==> src/rtl/fifo_uart_tx.sv <==
// ============================================================================
// Module   : fifo_uart_tx
// Purpose  : Pops one word per frame from an upstream FIFO and serialises it
//            as 8N1-style UART (start, DATA_W bits LSB first, stop).
//            Define UART_PARITY_EN to insert an even-parity bit before STOP.
// Revision : 1.0 - initial release
// ============================================================================
`default_nettype none
`timescale 1ns/1ps

module fifo_uart_tx #(
  parameter int DATA_W       = 8,
  parameter int CLKS_PER_BIT = 868
) (
  input  logic              clk,
  input  logic              rst_n,
  input  logic              i_tx_enable,
  input  logic              i_fifo_empty,
  input  logic [DATA_W-1:0] i_fifo_rd_data,
  output logic              o_fifo_rd_en,
  output logic              o_tx,
  output logic              o_busy,
  output logic              o_frame_done
);

  localparam int c_CW = $clog2(CLKS_PER_BIT);
  localparam int c_BW = (DATA_W > 1) ? $clog2(DATA_W) : 1;

  localparam logic [c_CW-1:0] c_CNT_MAX = c_CW'(CLKS_PER_BIT - 1);
  localparam logic [c_BW-1:0] c_BIT_MAX = c_BW'(DATA_W - 1);

  localparam logic [2:0] c_ST_IDLE   = 3'd0;
  localparam logic [2:0] c_ST_FETCH  = 3'd1;
  localparam logic [2:0] c_ST_LOAD   = 3'd2;
  localparam logic [2:0] c_ST_START  = 3'd3;
  localparam logic [2:0] c_ST_DATA   = 3'd4;
`ifdef UART_PARITY_EN
  localparam logic [2:0] c_ST_PARITY = 3'd5;
`endif
  localparam logic [2:0] c_ST_STOP   = 3'd6;

  logic [2:0]        r_state;
  logic [c_CW-1:0]   r_cnt;
  logic [c_BW-1:0]   r_bit;
  logic [DATA_W-1:0] r_shift;
  logic              r_tx;
  logic              r_rd_en;
  logic              r_busy;
  logic              r_done;
  logic              r_armed;
`ifdef UART_PARITY_EN
  logic              r_parity;
  logic              w_parity_nxt;
`endif

  logic [2:0]        w_next_state;
  logic              w_cnt_last;
  logic              w_timed;
  logic [c_CW-1:0]   w_cnt_nxt;
  logic [c_BW-1:0]   w_bit_nxt;
  logic [DATA_W-1:0] w_shift_nxt;
  logic              w_tx_nxt;
  logic              w_rd_en_nxt;
  logic              w_busy_nxt;
  logic              w_done_nxt;

  assign w_cnt_last = (r_cnt == c_CNT_MAX);

  // r_armed holds off the first FETCH until the second edge after reset release.
  always_ff @(posedge clk or negedge rst_n) begin
    if (!rst_n) begin
      r_state  <= c_ST_IDLE;
      r_cnt    <= '0;
      r_bit    <= '0;
      r_shift  <= '0;
      r_tx     <= 1'b1;
      r_rd_en  <= 1'b0;
      r_busy   <= 1'b0;
      r_done   <= 1'b0;
      r_armed  <= 1'b0;
`ifdef UART_PARITY_EN
      r_parity <= 1'b0;
`endif
    end else begin
      r_state  <= w_next_state;
      r_cnt    <= w_cnt_nxt;
      r_bit    <= w_bit_nxt;
      r_shift  <= w_shift_nxt;
      r_tx     <= w_tx_nxt;
      r_rd_en  <= w_rd_en_nxt;
      r_busy   <= w_busy_nxt;
      r_done   <= w_done_nxt;
      r_armed  <= 1'b1;
`ifdef UART_PARITY_EN
      r_parity <= w_parity_nxt;
`endif
    end
  end

  always_comb begin
    w_next_state = r_state;
    case (r_state)
      c_ST_IDLE:  if (r_armed && i_tx_enable && !i_fifo_empty) w_next_state = c_ST_FETCH;
      c_ST_FETCH: w_next_state = c_ST_LOAD;
      c_ST_LOAD:  w_next_state = c_ST_START;
      c_ST_START: if (w_cnt_last) w_next_state = c_ST_DATA;
      c_ST_DATA: begin
        if (w_cnt_last && (r_bit == c_BIT_MAX)) begin
`ifdef UART_PARITY_EN
          w_next_state = c_ST_PARITY;
`else
          w_next_state = c_ST_STOP;
`endif
        end
      end
`ifdef UART_PARITY_EN
      c_ST_PARITY: if (w_cnt_last) w_next_state = c_ST_STOP;
`endif
      c_ST_STOP:  if (w_cnt_last) w_next_state = c_ST_IDLE;
      default:    w_next_state = c_ST_IDLE;
    endcase
  end

  // Outputs are computed for the upcoming state so the registers line up with it.
  always_comb begin
    w_timed = (r_state == c_ST_START) || (r_state == c_ST_DATA) ||
`ifdef UART_PARITY_EN
              (r_state == c_ST_PARITY) ||
`endif
              (r_state == c_ST_STOP);

    w_cnt_nxt = '0;
    if (w_timed && (w_next_state == r_state) && !w_cnt_last)
      w_cnt_nxt = r_cnt + c_CW'(1);

    w_bit_nxt = '0;
    if (r_state == c_ST_DATA) begin
      w_bit_nxt = r_bit;
      if (w_cnt_last)
        w_bit_nxt = (r_bit == c_BIT_MAX) ? '0 : r_bit + c_BW'(1);
    end

    w_shift_nxt = r_shift;
    if (r_state == c_ST_LOAD)
      w_shift_nxt = i_fifo_rd_data;
    else if ((r_state == c_ST_DATA) && w_cnt_last)
      w_shift_nxt = r_shift >> 1;

`ifdef UART_PARITY_EN
    w_parity_nxt = r_parity;
    if (r_state == c_ST_LOAD)
      w_parity_nxt = ^i_fifo_rd_data;
`endif

    case (w_next_state)
      c_ST_START:  w_tx_nxt = 1'b0;
      c_ST_DATA:   w_tx_nxt = w_shift_nxt[0];
`ifdef UART_PARITY_EN
      c_ST_PARITY: w_tx_nxt = w_parity_nxt;
`endif
      default:     w_tx_nxt = 1'b1;
    endcase

    w_rd_en_nxt = (w_next_state == c_ST_FETCH);
    w_busy_nxt  = (w_next_state != c_ST_IDLE);
    w_done_nxt  = (w_next_state == c_ST_STOP) && (w_cnt_nxt == c_CNT_MAX);
  end

  assign o_fifo_rd_en = r_rd_en;
  assign o_tx         = r_tx;
  assign o_busy       = r_busy;
  assign o_frame_done = r_done;

endmodule

`default_nettype wire

==> config.mk <==
export PLATFORM = sky130hd
export DESIGN_NAME = fifo_uart_tx
export DESIGN_NICKNAME = d
export VERILOG_FILES = /design/src/rtl/fifo_uart_tx.sv
export SDC_FILE = /design/constraint.sdc
export NUM_CORES = 1
export LEC_CHECK = 0
export BUFFER_PORTS_ARGS = -buffer_cell sky130_fd_sc_hd__buf_2
export CAP_MARGIN = 20
export CORE_MARGIN = 2
export CORE_UTILIZATION = 50
export DETAILED_ROUTE_END_ITERATION = 6
export PLACE_DENSITY_LB_ADDON = 0.12
export SLEW_MARGIN = 20
export SYNTH_ARGS = -nofsm -noshare
export SYNTH_HDL_FRONTEND = slang
export SYNTH_SLANG_ARGS = --single-unit
==> constraint.sdc <==
create_clock -name clk -period 2.82 [get_ports clk]
set_input_delay 0.141 -clock clk [delete_from_list [all_inputs] [get_ports clk]]
set_output_delay 0.141 -clock clk [all_outputs]
set_load 0.02 [all_outputs]
==> flow_summary.yaml <==
clocking:
  cts_resized: 0
  clk_pin_slew_ns: 0.09
  numCtsBuffers: 5
  clk_path_buf_depth: 2
  ctsHtreeMaxLevel: 2
  clock_latency_ns: 0.32
  clock-sinks: 29
  cts_tree: "yes"
  cts-root-buf: "clkbuf_4"
die:
  core_area_um2: 2760
  initial_core_util: 0.523
  chipWidth_um: 57.7
  die_y_um: 57.7
  fp-row-count: 19
  pin_count: 16
  dieArea_um2: 3330
layout:
  finalInstanceArea_um2: 1570
  nNetsFinal: 176
  final_cells: 193
  antenna_cells: 0
  syn_to_final_growth_pct: 9.11
  drive_above_1_share: 0.142
placed_design:
  place_inst: 184
  hpwl_um: 1670
  preCtsSetupSlack_ns: 0.756
  globalplace.congestion: 0.794
  placed_area_um2: 1510
  place.port_buffers: 15
timing:
  setup_violations: 0
  fin_setup_tns_ns: 0
  hold_violations: 0
  fin_ws_ns: 0.762
  max-slew-margin-rel: 0.489
  clock_skew_ns: 0.00895
  fin_crit_ns: 2.06
  finalMaxSlewViolations: 0
  fmax_ghz: 0.486
  worst_pin_slew_ns: 0.764
  rsz0062_at_grt: "false"
  min_period_over_period: 0.730
hold_path:
  hold_path_class: "in -> reg"
power:
  powerDensity_nw_per_um2: 691
  ir_worst_vdd_mv: 0.449
  power.leakage_nw: 0.764
  power_mw: 1.09
global_routing:
  grt_pass1_vias: 967
  grt_max_degree: 30
  antenna_found_initial: 0
  grt_usage: 0.167
  grt.overflow.total: 0
  grt_pass1_wl_um: 4190
setup_path:
  path_max_fanout: 9
  crit_path_end_kind: "flip-flop"
  critPathBufInv: 0
  crit_family: "simple AND/OR/NAND/NOR gates"
  required_ns: 2.99
  path_cells: "ha_1 -> and4bb_1 -> and3_1 -> or2b_1 -> mux2i_1 -> o21ai_0"
  worstSetupPathType: "reg -> reg"
  cp-start-kind: "flip-flop"
  slowest_delay_ns: 0.44
  arrival_ns: 2.23
  crit_path_top_delay_cell: "or2b_1"
logic_synthesis:
  yosys_warnings: 0
  seq_area_frac_synth: 0.504
  syn_area_um2: 1440
  synth-async-reset-ratio: 1.00
  synth_common_cells: "dfrtp_1 (28), nand2_1 (17), nor2_1 (15)"
  ys_top_cells_by_area: "dfrtp_1 (49%), mux2i_1 (4.9%), nand2_1 (4.4%)"
  synth_edf_count: 0
  yosys.cell_types.count: 36
  synth_most_common_cell: "dfrtp_1"
  yosysTopAreaCell: "dfrtp_1"
  syn-num-nets: 159
  synth_top_area_share: 0.486
  synth-seq-cells: 29
  ys.flop_type: "dfrtp_1"
  syn_area_per_cell_um2: 10.0
  syn_inst: 144
drt:
  drc: 0
  drtPass1Iterations: 4
  vias: 1044
  drtIter0Drc: 35
  viasPerCell: 5.41
  ant_nets: 0
  drt_wl_total_um: 2380
  wl_per_cell_um: 12.3
job:
  drv_cap: 0
status:
  status: "finished clean"
[cells in the final DEF, fill, tap and decap left out, types with 2 or more instances in the layout]
master,n
a21oi_1,8
and4_1,3
nand4_1,3
a21boi_0,2
and4bb_1,2
clkbuf_1,3
nor3_1,2
inv_1,5
nor2_1,15
clkbuf_4,5
o22ai_1,2
o21ai_0,9
nor2b_1,3
xnor2_1,6
dfrtp_1,28
and3_1,2
nand2_1,17
mux2i_1,7
xor2_1,3
ha_1,3
nand3_1,5
buf_2,15
[state kept, by name (all words and copies together) (netlist names)]
name	flops
o_tx	1
r_cnt	10
r_shift	8
o_busy	1
r_state	3
o_fifo_rd_en	1
r_bit	3
r_armed	1
o_frame_done	1
[kinds of logic (layout without fill, tap and decap cells)]
logic type / count (synthesis) / after routing / share of synthesized area
xor+xnor: 9 / 9 / 0.0547
mux: 8 / 8 / 0.0564
compound gates: 25 / 25 / 0.0998
buf+inv: 11 / 29 / 0.0417
other cells: 1 / 1 / 0.00260
fa+ha+maj: 3 / 3 / 0.0260
flops: 29 / 29 / 0.504
simple gates: 58 / 58 / 0.214
[layer usage]
| metal | global-route usage | wire length, um | part of all wire | up-vias |
|---|---|---|---|---|
| li1 | - | - | - | 530 |
| met3 | 0.0670 | 103 | 0.043 | 7 |
| met4 | 0.0698 | 46 | 0.019 | 0 |
| met2 | 0.253 | 1060 | 0.44 | 17 |
| met1 | 0.214 | 1180 | 0.49 | 490 |
| met5 | 0 | 0 | 0 | - |
[metrics by stage]
step                 util  hold WS (ns)
floorplan               -        -0.155
global route        0.570       0.00481
global placement    0.549         0.190
CTS                 0.570       0.00335
detailed placement  0.549         0.203
finish              0.570        0.0198
[report_power, final]
group | internal, mW | leakage (nW) | switching (mW) | total, mW
Combinational | 0.111 | 0.373 | 0.137 | 0.249
Clock | 0.0992 | 0.0265 | 0.134 | 0.234
Sequential | 0.518 | 0.364 | 0.0859 | 0.604
[timing repair]
item                                   4_1_cts  5_1_grt
hold buffers                                 1        0
endpoints found under the hold margin       28        0
setup buffers                                0        0
[area by class of cell]
cell class | instances | area (um2)
multi-input cells | 104 | 654
inverters | 5 | 18.8
repair buffers | 16 | 85.1
clock buffers | 8 | 48.8
well taps | 31 | 38.8
fillers | 251 | 1180
flip-flops and latches | 29 | 727
[tightest hold or removal path, stage by stage]
cell	delay, ns
buf_2	0.07
nand2_1	0.03
o21ai_0	0.06
[worst paths after layout]
path	startpoint	endpoint	slack, ns	cells past startpoint
max	r_cnt[0]	r_shift[0]	0.76	6
min	i_fifo_rd_data[1]	r_shift[1]	0.02	3
max reg2reg	r_cnt[0]	r_shift[0]	0.76	6
min reg2reg	r_cnt[0]	r_cnt[0]	0.50	1
max in group asynchronous	rst_n	r_cnt[2]	2.04	2
min in group asynchronous	rst_n	r_bit[0]	0.36	2
No activity file was read; power rests on OpenSTA's default activity.
